**config.mk**
```make
export PLATFORM = sky130hd
export DESIGN_NAME = serial_frame_tx
export DESIGN_NICKNAME = d
export VERILOG_FILES = /design/src/rtl/serial_frame_tx.sv
export SDC_FILE = /design/constraint.sdc
export NUM_CORES = 1
export LEC_CHECK = 0
export CAP_MARGIN = 20
export CORE_MARGIN = 1.5
export CORE_UTILIZATION = 45
export DETAILED_ROUTE_END_ITERATION = 12
export GPL_TIMING_DRIVEN = 0
export PLACE_DENSITY_LB_ADDON = 0.12
export SYNTH_ARGS = -nofsm -noshare
export SYNTH_HDL_FRONTEND = slang
export SYNTH_SLANG_ARGS = --single-unit
```
**constraint.sdc**
```tcl
create_clock -name clk -period 2.47 [get_ports clk]
set_input_delay 0.494 -clock clk [delete_from_list [all_inputs] [get_ports clk]]
set_output_delay 0.494 -clock clk [all_outputs]
set_load 0.02 [all_outputs]
```
**src/rtl/serial_frame_tx.sv**
```systemverilog
// serial_frame_tx: transmit side of the serial-frame format.
// A frame is a start bit (0), 8 data bits LSB first, an optional odd-parity bit
// and a stop bit (1). Each bit is held on txd for BIT_CYCLES clock cycles.
//
// Ports:
//   clk       - clock; all state changes on its rising edge
//   reset     - asynchronous active-high reset
//   in_valid  - a byte is offered on in_data
//   in_data   - byte to transmit
//   in_ready  - high while idle; a byte is accepted at an edge with in_valid=1
//   txd       - registered serial line, idle high
//   busy      - high while a frame is in progress
//   done      - one-cycle pulse starting at the edge that ends the stop bit
module serial_frame_tx #(
  parameter int unsigned BIT_CYCLES = 1,
  parameter int unsigned PARITY_ODD = 1
) (
  input  logic       clk,
  input  logic       reset,
  input  logic       in_valid,
  input  logic [7:0] in_data,
  output logic       in_ready,
  output logic       txd,
  output logic       busy,
  output logic       done
);

  typedef enum logic [2:0] {
    StIdle,
    StStart,
    StData,
    StParity,
    StStop
  } state_e;

  // Counter runs BIT_CYCLES-1 down to 0; a bit boundary is the edge where it reads 0.
  localparam logic [15:0] CntReload = 16'(BIT_CYCLES - 1);
  localparam bit          HasParity = (PARITY_ODD != 0);

  state_e      r_state, w_state_d;
  logic [15:0] r_cnt,   w_cnt_d;
  logic [2:0]  r_idx,   w_idx_d;
  logic [7:0]  r_data,  w_data_d;
  logic        r_par,   w_par_d;
  logic        r_txd,   w_txd_d;
  logic        r_done,  w_done_d;

  logic        w_tick;
  logic [2:0]  w_idx_inc;

  assign w_tick    = (r_cnt == 16'd0);
  assign w_idx_inc = r_idx + 3'd1;

  always_ff @(posedge clk or posedge reset) begin
    if (reset) begin
      r_state <= StIdle;
      r_cnt   <= 16'd0;
      r_idx   <= 3'd0;
      r_data  <= 8'd0;
      r_par   <= 1'b0;
      r_txd   <= 1'b1;
      r_done  <= 1'b0;
    end else begin
      r_state <= w_state_d;
      r_cnt   <= w_cnt_d;
      r_idx   <= w_idx_d;
      r_data  <= w_data_d;
      r_par   <= w_par_d;
      r_txd   <= w_txd_d;
      r_done  <= w_done_d;
    end
  end

  always_comb begin
    w_state_d = r_state;
    w_cnt_d   = r_cnt;
    w_idx_d   = r_idx;
    w_data_d  = r_data;
    w_par_d   = r_par;
    w_txd_d   = r_txd;
    w_done_d  = 1'b0;

    // Inside a bit: count down and hold txd.
    if (r_state != StIdle && !w_tick) begin
      w_cnt_d = r_cnt - 16'd1;
    end

    unique case (r_state)
      StIdle: begin
        w_txd_d = 1'b1;
        if (in_valid) begin
          w_state_d = StStart;
          w_data_d  = in_data;
          w_par_d   = ~^in_data;
          w_idx_d   = 3'd0;
          w_cnt_d   = CntReload;
          w_txd_d   = 1'b0;
        end
      end
      StStart: begin
        if (w_tick) begin
          w_state_d = StData;
          w_idx_d   = 3'd0;
          w_cnt_d   = CntReload;
          w_txd_d   = r_data[0];
        end
      end
      StData: begin
        if (w_tick) begin
          w_cnt_d = CntReload;
          if (r_idx == 3'd7) begin
            if (HasParity) begin
              w_state_d = StParity;
              w_txd_d   = r_par;
            end else begin
              w_state_d = StStop;
              w_txd_d   = 1'b1;
            end
          end else begin
            w_idx_d = w_idx_inc;
            w_txd_d = r_data[w_idx_inc];
          end
        end
      end
      StParity: begin
        if (w_tick) begin
          w_state_d = StStop;
          w_cnt_d   = CntReload;
          w_txd_d   = 1'b1;
        end
      end
      StStop: begin
        if (w_tick) begin
          w_state_d = StIdle;
          w_cnt_d   = 16'd0;
          w_txd_d   = 1'b1;
          w_done_d  = 1'b1;
        end
      end
      default: begin
        // Unreachable encodings recover to idle with the line high.
        w_state_d = StIdle;
        w_cnt_d   = 16'd0;
        w_idx_d   = 3'd0;
        w_txd_d   = 1'b1;
      end
    endcase
  end

  assign in_ready = (r_state == StIdle);
  assign busy     = (r_state != StIdle);
  assign txd      = r_txd;
  assign done     = r_done;

endmodule

```
==> run_results.csv, run 1 <==
group,metric,value,unit
die,die_h,67.82,µm
die,core,4029,µm²
cells_and_area,area_delta_synth_final,17.41,%
global_route,grt_util_met3,3.454,%
synth,ys_ff_latch,33,
clocking,htree_levels,2,
timing,hold_violations,0,
placement,routabilityCongestion,0.7922,
placement,portBuffers,14,
power_and_ir_drop,ir_drop,346.2,µV
timing,slew_viol_final,0,
routing,vias,1425,
cells_and_area,utilization,55.09,%
run,drv_cap,0,
global_route,grt-ovfl-total,0,
critical_path,critPathMaxFanout,10,
die,start_util,46.93,%
global_route,grt_use_met2,28.19,%
synth,ys_seq_area_share,43.75,%
hold_path,hp-class,"flop to flop",
synth,syn_avg_cell_area,10.27,µm²
clocking,clk_pin_slew,0.06,ns
timing,setup_tns,0,ns
power_and_ir_drop,p_leak,0.0009458,µW
clocking,worstSkewPairLatency,0.28,ns
global_route,grt_max_degree,19,
global_route,grt_pass1_vias,1423,
clocking,cts-root-buf,"clkbuf_8",
timing,setup_viol,0,
timing,max_freq,0.4260,GHz
global_route,busiest_layer,"met1",
cells_and_area,stdcell_area,2220,µm²
critical_path,path_buf_inv,3,
synth,synth_top_family_by_area,"simple AND/OR/NAND/NOR gates",
die,std_cell_rows,23,
timing,fin_crit,2.347,ns
die,ioPinCount,15,
status,status,"complete, no violations",
routing,dr.pass1.iters,4,
synth,yosys.cell_types.count,43,
synth,synth_area,1891,µm²
critical_path,critPathKind,"flop to primary output",
global_route,antenna_found_initial,0,
routing,routed_wl,3.658,mm
cells_and_area,drive_above_1_share,15.94,%
clocking,cts_tree,"done",
clocking,cts_buffers,5,
cells_and_area,nets,221,
critical_path,worst_path_most_repeated_cell,"buf_4",
placement,dp_hpwl,2.727,mm
power_and_ir_drop,power.density,797.1,nW/µm²
global_route,track_usage,19.80,%
critical_path,cpMaxStageDelayCell,"clkdlybuf4s50_1",
synth,syn_nets,199,
synth,yosysWarnings,0,
cells_and_area,antenna_cells,0,
timing,clock_skew,0.007361,ns
synth,muxShareOfSynthArea,9.265,%
critical_path,crit_required,1.98,ns
critical_path,start_kind,"flop",
synth,synthAdderAreaFrac,2.647,%
critical_path,max_stage_delay,0.53,ns
clocking,cts.repair.resized,1,
global_route,grt_pass1_wl,6.762,mm
routing,route.detailed.drc,0,
critical_path,path_cells,"buf_4 > or3_1 > buf_4 > clkdlybuf4s50_1",
clocking,clock-sinks,33,
critical_path,path_delay_family,"buffers and inverters",
timing,tightest_slew,0.6738,ns
clocking,post_cts_buffers,0,
routing,detail-route-antenna-nets,0,
routing,drt-initial-drc-count,153,
placement,placement.cell_area,2121,µm²
die,dieArea,4599,µm²
die,die_w,67.82,µm
synth,yosys.area_share.xor_xnor,10.19,%
clocking,hold_buffers,0,
timing,rsz0062_at_grt,"no",
global_route,use_met1,29.34,%
timing,relSlewSlack,55.03,%
synth,synth_cells,184,
routing,viasPerCell,5.545,
timing,timing.hold.ws,0.5036,ns
synth,synth_compound_area_share,10.06,%
critical_path,end_kind,"primary output",
routing,routedWlPerCell,14.23,µm
critical_path,rrSetupSlack,0.17,ns
clocking,cts_buffer_depth,2,
critical_path,arrival,1.85,ns
synth,synthSimpleGateAreaFrac,20.12,%
timing,finalCritPeriodShare,95.03,%
state kept, by name, summed over array words and instances, names as in the netlist:
signal	flops
r_par	1
r_state	3
done	1
r_idx	3
txd	1
r_data	8
r_cnt	16
metal layers:
layer / part of all wire, % / routed length, µm
met3: 2.5 / 93
met5: 0 / 0
met1: 51 / 1858
met4: 1.3 / 48
met2: 45 / 1657
logic make-up after synthesis:
| group | Yosys count |
|---|---|
| buf+inv | 14 |
| simple gates | 72 |
| mux | 15 |
| fa+ha+maj | 4 |
| flops | 33 |
| compound gates | 24 |
| xor+xnor | 22 |
metrics by stage:
| step | std cells | setup slack [ns] | total power (µW) |
|---|---|---|---|
| floorplan | 184 | 0.3887 | 1217 |
| global placement | 248 | 0.1078 | 1335 |
| detailed placement | 249 | 0.09347 | 1360 |
| CTS | 257 | 0.04628 | 1782 |
| global route | 257 | 0.02123 | 1914 |
| finish | 257 | 0.1228 | 1769 |
synth_stat cells:
library cell / n / area [µm²]
or3b_2: 2 / 17.52
or3_1: 3 / 18.77
xor2_1: 6 / 52.55
o31a_1: 1 / 8.760
o32ai_1: 1 / 8.760
nand2b_1: 4 / 25.02
nor3_1: 7 / 35.03
ha_1: 4 / 50.05
clkbuf_1: 3 / 11.26
buf_4: 4 / 30.03
inv_1: 6 / 22.52
a2111oi_0: 4 / 35.03
or2_2: 1 / 6.260
a211o_1: 1 / 8.760
nand3b_1: 2 / 15.01
o22ai_1: 1 / 6.260
a22oi_1: 1 / 7.510
mux2_2: 10 / 112.6
o31a_2: 1 / 10.01
mux2i_1: 4 / 40.04
and3_1: 1 / 6.260
nor3b_1: 1 / 7.510
a21oi_1: 3 / 15.01
a221oi_2: 1 / 15.01
o21ai_0: 1 / 5.000
nor2b_1: 2 / 12.51
nand3_1: 4 / 20.02
o211ai_1: 4 / 30.03
xnor2_1: 16 / 140.1
nor4_1: 5 / 31.28
or4_1: 1 / 7.510
a311oi_1: 2 / 17.52
nand4_1: 2 / 12.51
nor2_8: 1 / 20.02
mux4_2: 1 / 22.52
a211oi_1: 3 / 22.52
dfstp_2: 1 / 26.28
nand2_1: 8 / 30.03
or2_1: 1 / 6.260
or4_4: 1 / 11.26
nor2_1: 26 / 97.59
dfrtp_1: 32 / 800.8
buf_6: 1 / 11.26
layout make-up:
| cell class | instances | area (µm²) |
|---|---|---|
| Clock buffer | 8 | 90.09 |
| Tap cell | 50 | 62.56 |
| Timing Repair Buffer | 15 | 162.7 |
| Sequential cell | 33 | 827.0 |
| Fill cell | 356 | 1809 |
| Inverter | 6 | 22.52 |
| Buffer | 8 | 52.55 |
| Multi-Input combinational cell | 137 | 1002 |
power by group:
part	total [µW]	internal (µW)	switching, µW	leakage [µW]
sequential	857	695	162	0.000409
clock	409	227	182	0.0000455
combinational	503	255	248	0.000492
total	1770	1180	593	0.000946
layout by cell type, fill, tap and decap left out, types with 5 or more instances in the layout:
cell	synthesis	final
clkbuf_1	3	5
clkbuf_8	0	6
clkdlybuf4s50_1	0	13
dfrtp_1	32	32
inv_1	6	6
mux2_2	10	10
nand2_1	8	8
nor2_1	26	26
nor3_1	7	7
xnor2_1	16	16
xor2_1	6	6
worst paths after layout:
check	startpoint	depth (start not counted)	to
worst max-delay path	r_state[1]$_DFFE_PP0P_	4	busy
worst min-delay path	r_par$_DFFE_PP0P_	2	r_par$_DFFE_PP0P_
worst max register to register	r_cnt[0]$_DFF_PP0_	9	r_cnt[11]$_DFF_PP0_
worst min register to register	r_par$_DFFE_PP0P_	2	r_par$_DFFE_PP0P_
max in group asynchronous	reset	3	txd$_DFFE_PP1P_
min in group asynchronous	reset	2	r_data[4]$_DFFE_PP0P_
worst register-to-register path: stages (launching register included):
cell and delay (ns):
dfrtp_1 0.44, inv_1 0.11, ha_1 0.15, or3b_2 0.49, or2_1 0.26, buf_6 0.14, nor2_8 0.14, o31a_4 0.21
buf_4 0.18, nor2_1 0.07
Note: power is estimated with default switching activity, not from simulation.
==> run 2: changes to the inputs <==
--- a/config.mk
+++ b/config.mk
@@ -11,6 +11,7 @@
 export DETAILED_ROUTE_END_ITERATION = 12
 export GPL_TIMING_DRIVEN = 0
 export PLACE_DENSITY_LB_ADDON = 0.12
+export SLEW_MARGIN = 40
 export SYNTH_ARGS = -nofsm -noshare
 export SYNTH_HDL_FRONTEND = slang
 export SYNTH_SLANG_ARGS = --single-unit
==> run 2 against run 1 <==
Against the previous run:
- setup slack worse by 0.0056 ns
- non-clock buffer count down 1
- clock power down 4%
- highest routed layer unchanged
- critical path depth unchanged
- sequential cell count unchanged
- critical endpoint unchanged
- sequential share of layout area up 0.60 points
- worst hold slack worse by 0.0033 ns
- clock skew down 0.00088 ns
- global-route usage down 0.084 points
- routed wire length up 0.82%
- combinational power about the same
==> run_results.csv, run 2 (synthesized netlist as in run 1, its figures left out) <==
group,metric,value,unit
clocking,hold_buffers,0,
clocking,cts_tree,"done",
critical_path,end_kind,"primary output",
global_route,grt_pass1_wl,6.610,mm
routing,viasPerCell,5.539,
cells_and_area,final_cell_mix,"dfrtp_1 (32), nor2_1 (26), xnor2_1 (16)",
cells_and_area,drive_above_1_share,16.50,%
cells_and_area,antenna_cells,0,
clocking,cts_buffers,5,
die,std_cell_rows,23,
die,ioPinCount,15,
timing,relSlewSlack,53.37,%
clocking,htree_levels,2,
die,die_h,67.82,µm
timing,setup_tns,0,ns
timing,slew_viol_final,0,
cells_and_area,largest_register,"r_cnt",
routing,routed_wl,3.688,mm
routing,detail-route-antenna-nets,0,
placement,portBuffers,14,
critical_path,start_kind,"flop",
routing,dr.pass1.iters,4,
critical_path,critPathMaxFanout,10,
clocking,worstSkewPairLatency,0.29,ns
cells_and_area,reg_top3,"r_cnt: 16 flops, r_data: 8 flops",
die,die_w,67.82,µm
routing,routedWlPerCell,14.41,µm
timing,tightest_slew,0.6985,ns
timing,finalCritPeriodShare,95.26,%
hold_path,hp-class,"flop to flop",
clocking,cts-root-buf,"clkbuf_8",
cells_and_area,largest_reg_flops,16,
global_route,grt_pass1_vias,1399,
run,drv_cap,0,
cells_and_area,area_delta_synth_final,15.55,%
power_and_ir_drop,ir_drop,416.3,µV
power_and_ir_drop,power.density,798.7,nW/µm²
placement,dp_hpwl,2.606,mm
clocking,clk_pin_slew,0.07,ns
critical_path,arrival,1.86,ns
routing,route.detailed.drc,0,
die,core,4029,µm²
clocking,cts_buffer_depth,2,
critical_path,crit_required,1.98,ns
global_route,grt_max_degree,34,
timing,setup_viol,0,
power_and_ir_drop,p_leak,0.0009315,µW
timing,rsz0062_at_grt,"no",
timing,fin_crit,2.353,ns
die,dieArea,4599,µm²
timing,hold_violations,0,
cells_and_area,nets,220,
status,status,"complete, no violations",
placement,routabilityCongestion,0.7922,
timing,max_freq,0.4250,GHz
global_route,grt-ovfl-total,0,
cells_and_area,final_common_cell,"dfrtp_1",
clocking,clock-sinks,33,
cells_and_area,nFillCells,365,
critical_path,critPathKind,"flop to primary output",
die,start_util,46.93,%
global_route,antenna_found_initial,0,
timing,clock_skew,0.006477,ns
power_and_ir_drop,fin_total_pwr,1745,µW
routing,drt-initial-drc-count,161,
routing,vias,1418,
global_route,track_usage,19.72,%
-- run 2: changes by cell type in the layout (fill, tap and decap cells not counted), sizes merged --
| cell | before | now |
|---|---|---|
| buf | 6 | 5 |
| clkbuf | 12 | 10 |
| clkinv | 0 | 2 |
-- run 2: final cells by class --
type                    instances  area [µm²]  share of cell area, %
plain buffers                   8       52.55                  2.405
clock buffers                   6       72.57                  3.322
flip-flops and latches         33       827.0                  37.86
repair buffers                 14       135.1                  6.186
well taps                      50       62.56                  2.864
multi-input cells             137        1002                  45.88
inverters                       6       22.52                  1.031
clock inverters                 2       10.01                 0.4582
-- run 2: layer usage --
layer	up-vias	global-route usage [%]	routed length [µm]
li1	698	-	-
met4	0	8.750	80
met1	688	27.91	1916
met2	24	27.57	1548
met5	-	0	0
met3	8	6.250	142
-- run 2: through the flow --
step           util, %  hold slack (ns)  worst slack (ns)  instance area, µm²  std cells
6_report         54.22           0.5002            0.1172                2185        256
5_1_grt          54.22           0.5267           0.01759                2185        256
4_1_cts          53.98           0.4968           0.04801                2175        256
3_5_place_dp     51.96           0.4810           0.09599                2093        248
3_3_place_gp     51.96           0.4776            0.1078                2093        248
2_1_floorplan        -           0.4502            0.3887                1891        184
-- run 2: worst max-delay path, cell delays in order, from the launching register on --
cell             delay (ns)
dfrtp_1                0.36
buf_4                  0.16
or3_1                  0.34
buf_4                  0.17
clkdlybuf4s50_1        0.53
-- run 2: final timing paths --
kind | start | end | slack [ns] | depth (start not counted)
min in group asynchronous | reset | r_data[4]$_DFFE_PP0P_ | 0.63 | 2
worst max register to register | r_cnt[0]$_DFF_PP0_ | r_cnt[9]$_DFF_PP0_ | 0.17 | 9
worst max-delay path | r_state[1]$_DFFE_PP0P_ | busy | 0.12 | 4
max in group asynchronous | reset | r_cnt[13]$_DFF_PP0_ | 1.39 | 2
worst min-delay path | r_par$_DFFE_PP0P_ | r_par$_DFFE_PP0P_ | 0.50 | 2
worst min register to register | r_par$_DFFE_PP0P_ | r_par$_DFFE_PP0P_ | 0.50 | 2
-- run 2: power breakdown --
part | total, µW | switching [µW] | leakage, µW | internal [µW]
Combinational | 501 | 250 | 0.000478 | 251
Sequential | 851 | 157 | 0.000409 | 695
Clock | 393 | 198 | 0.0000450 | 195
-- run 2: repair_timing --
item,4_1_cts,5_1_grt
resized for setup,1,4
endpoints found under the setup margin,1,2
buffers inserted,0,0
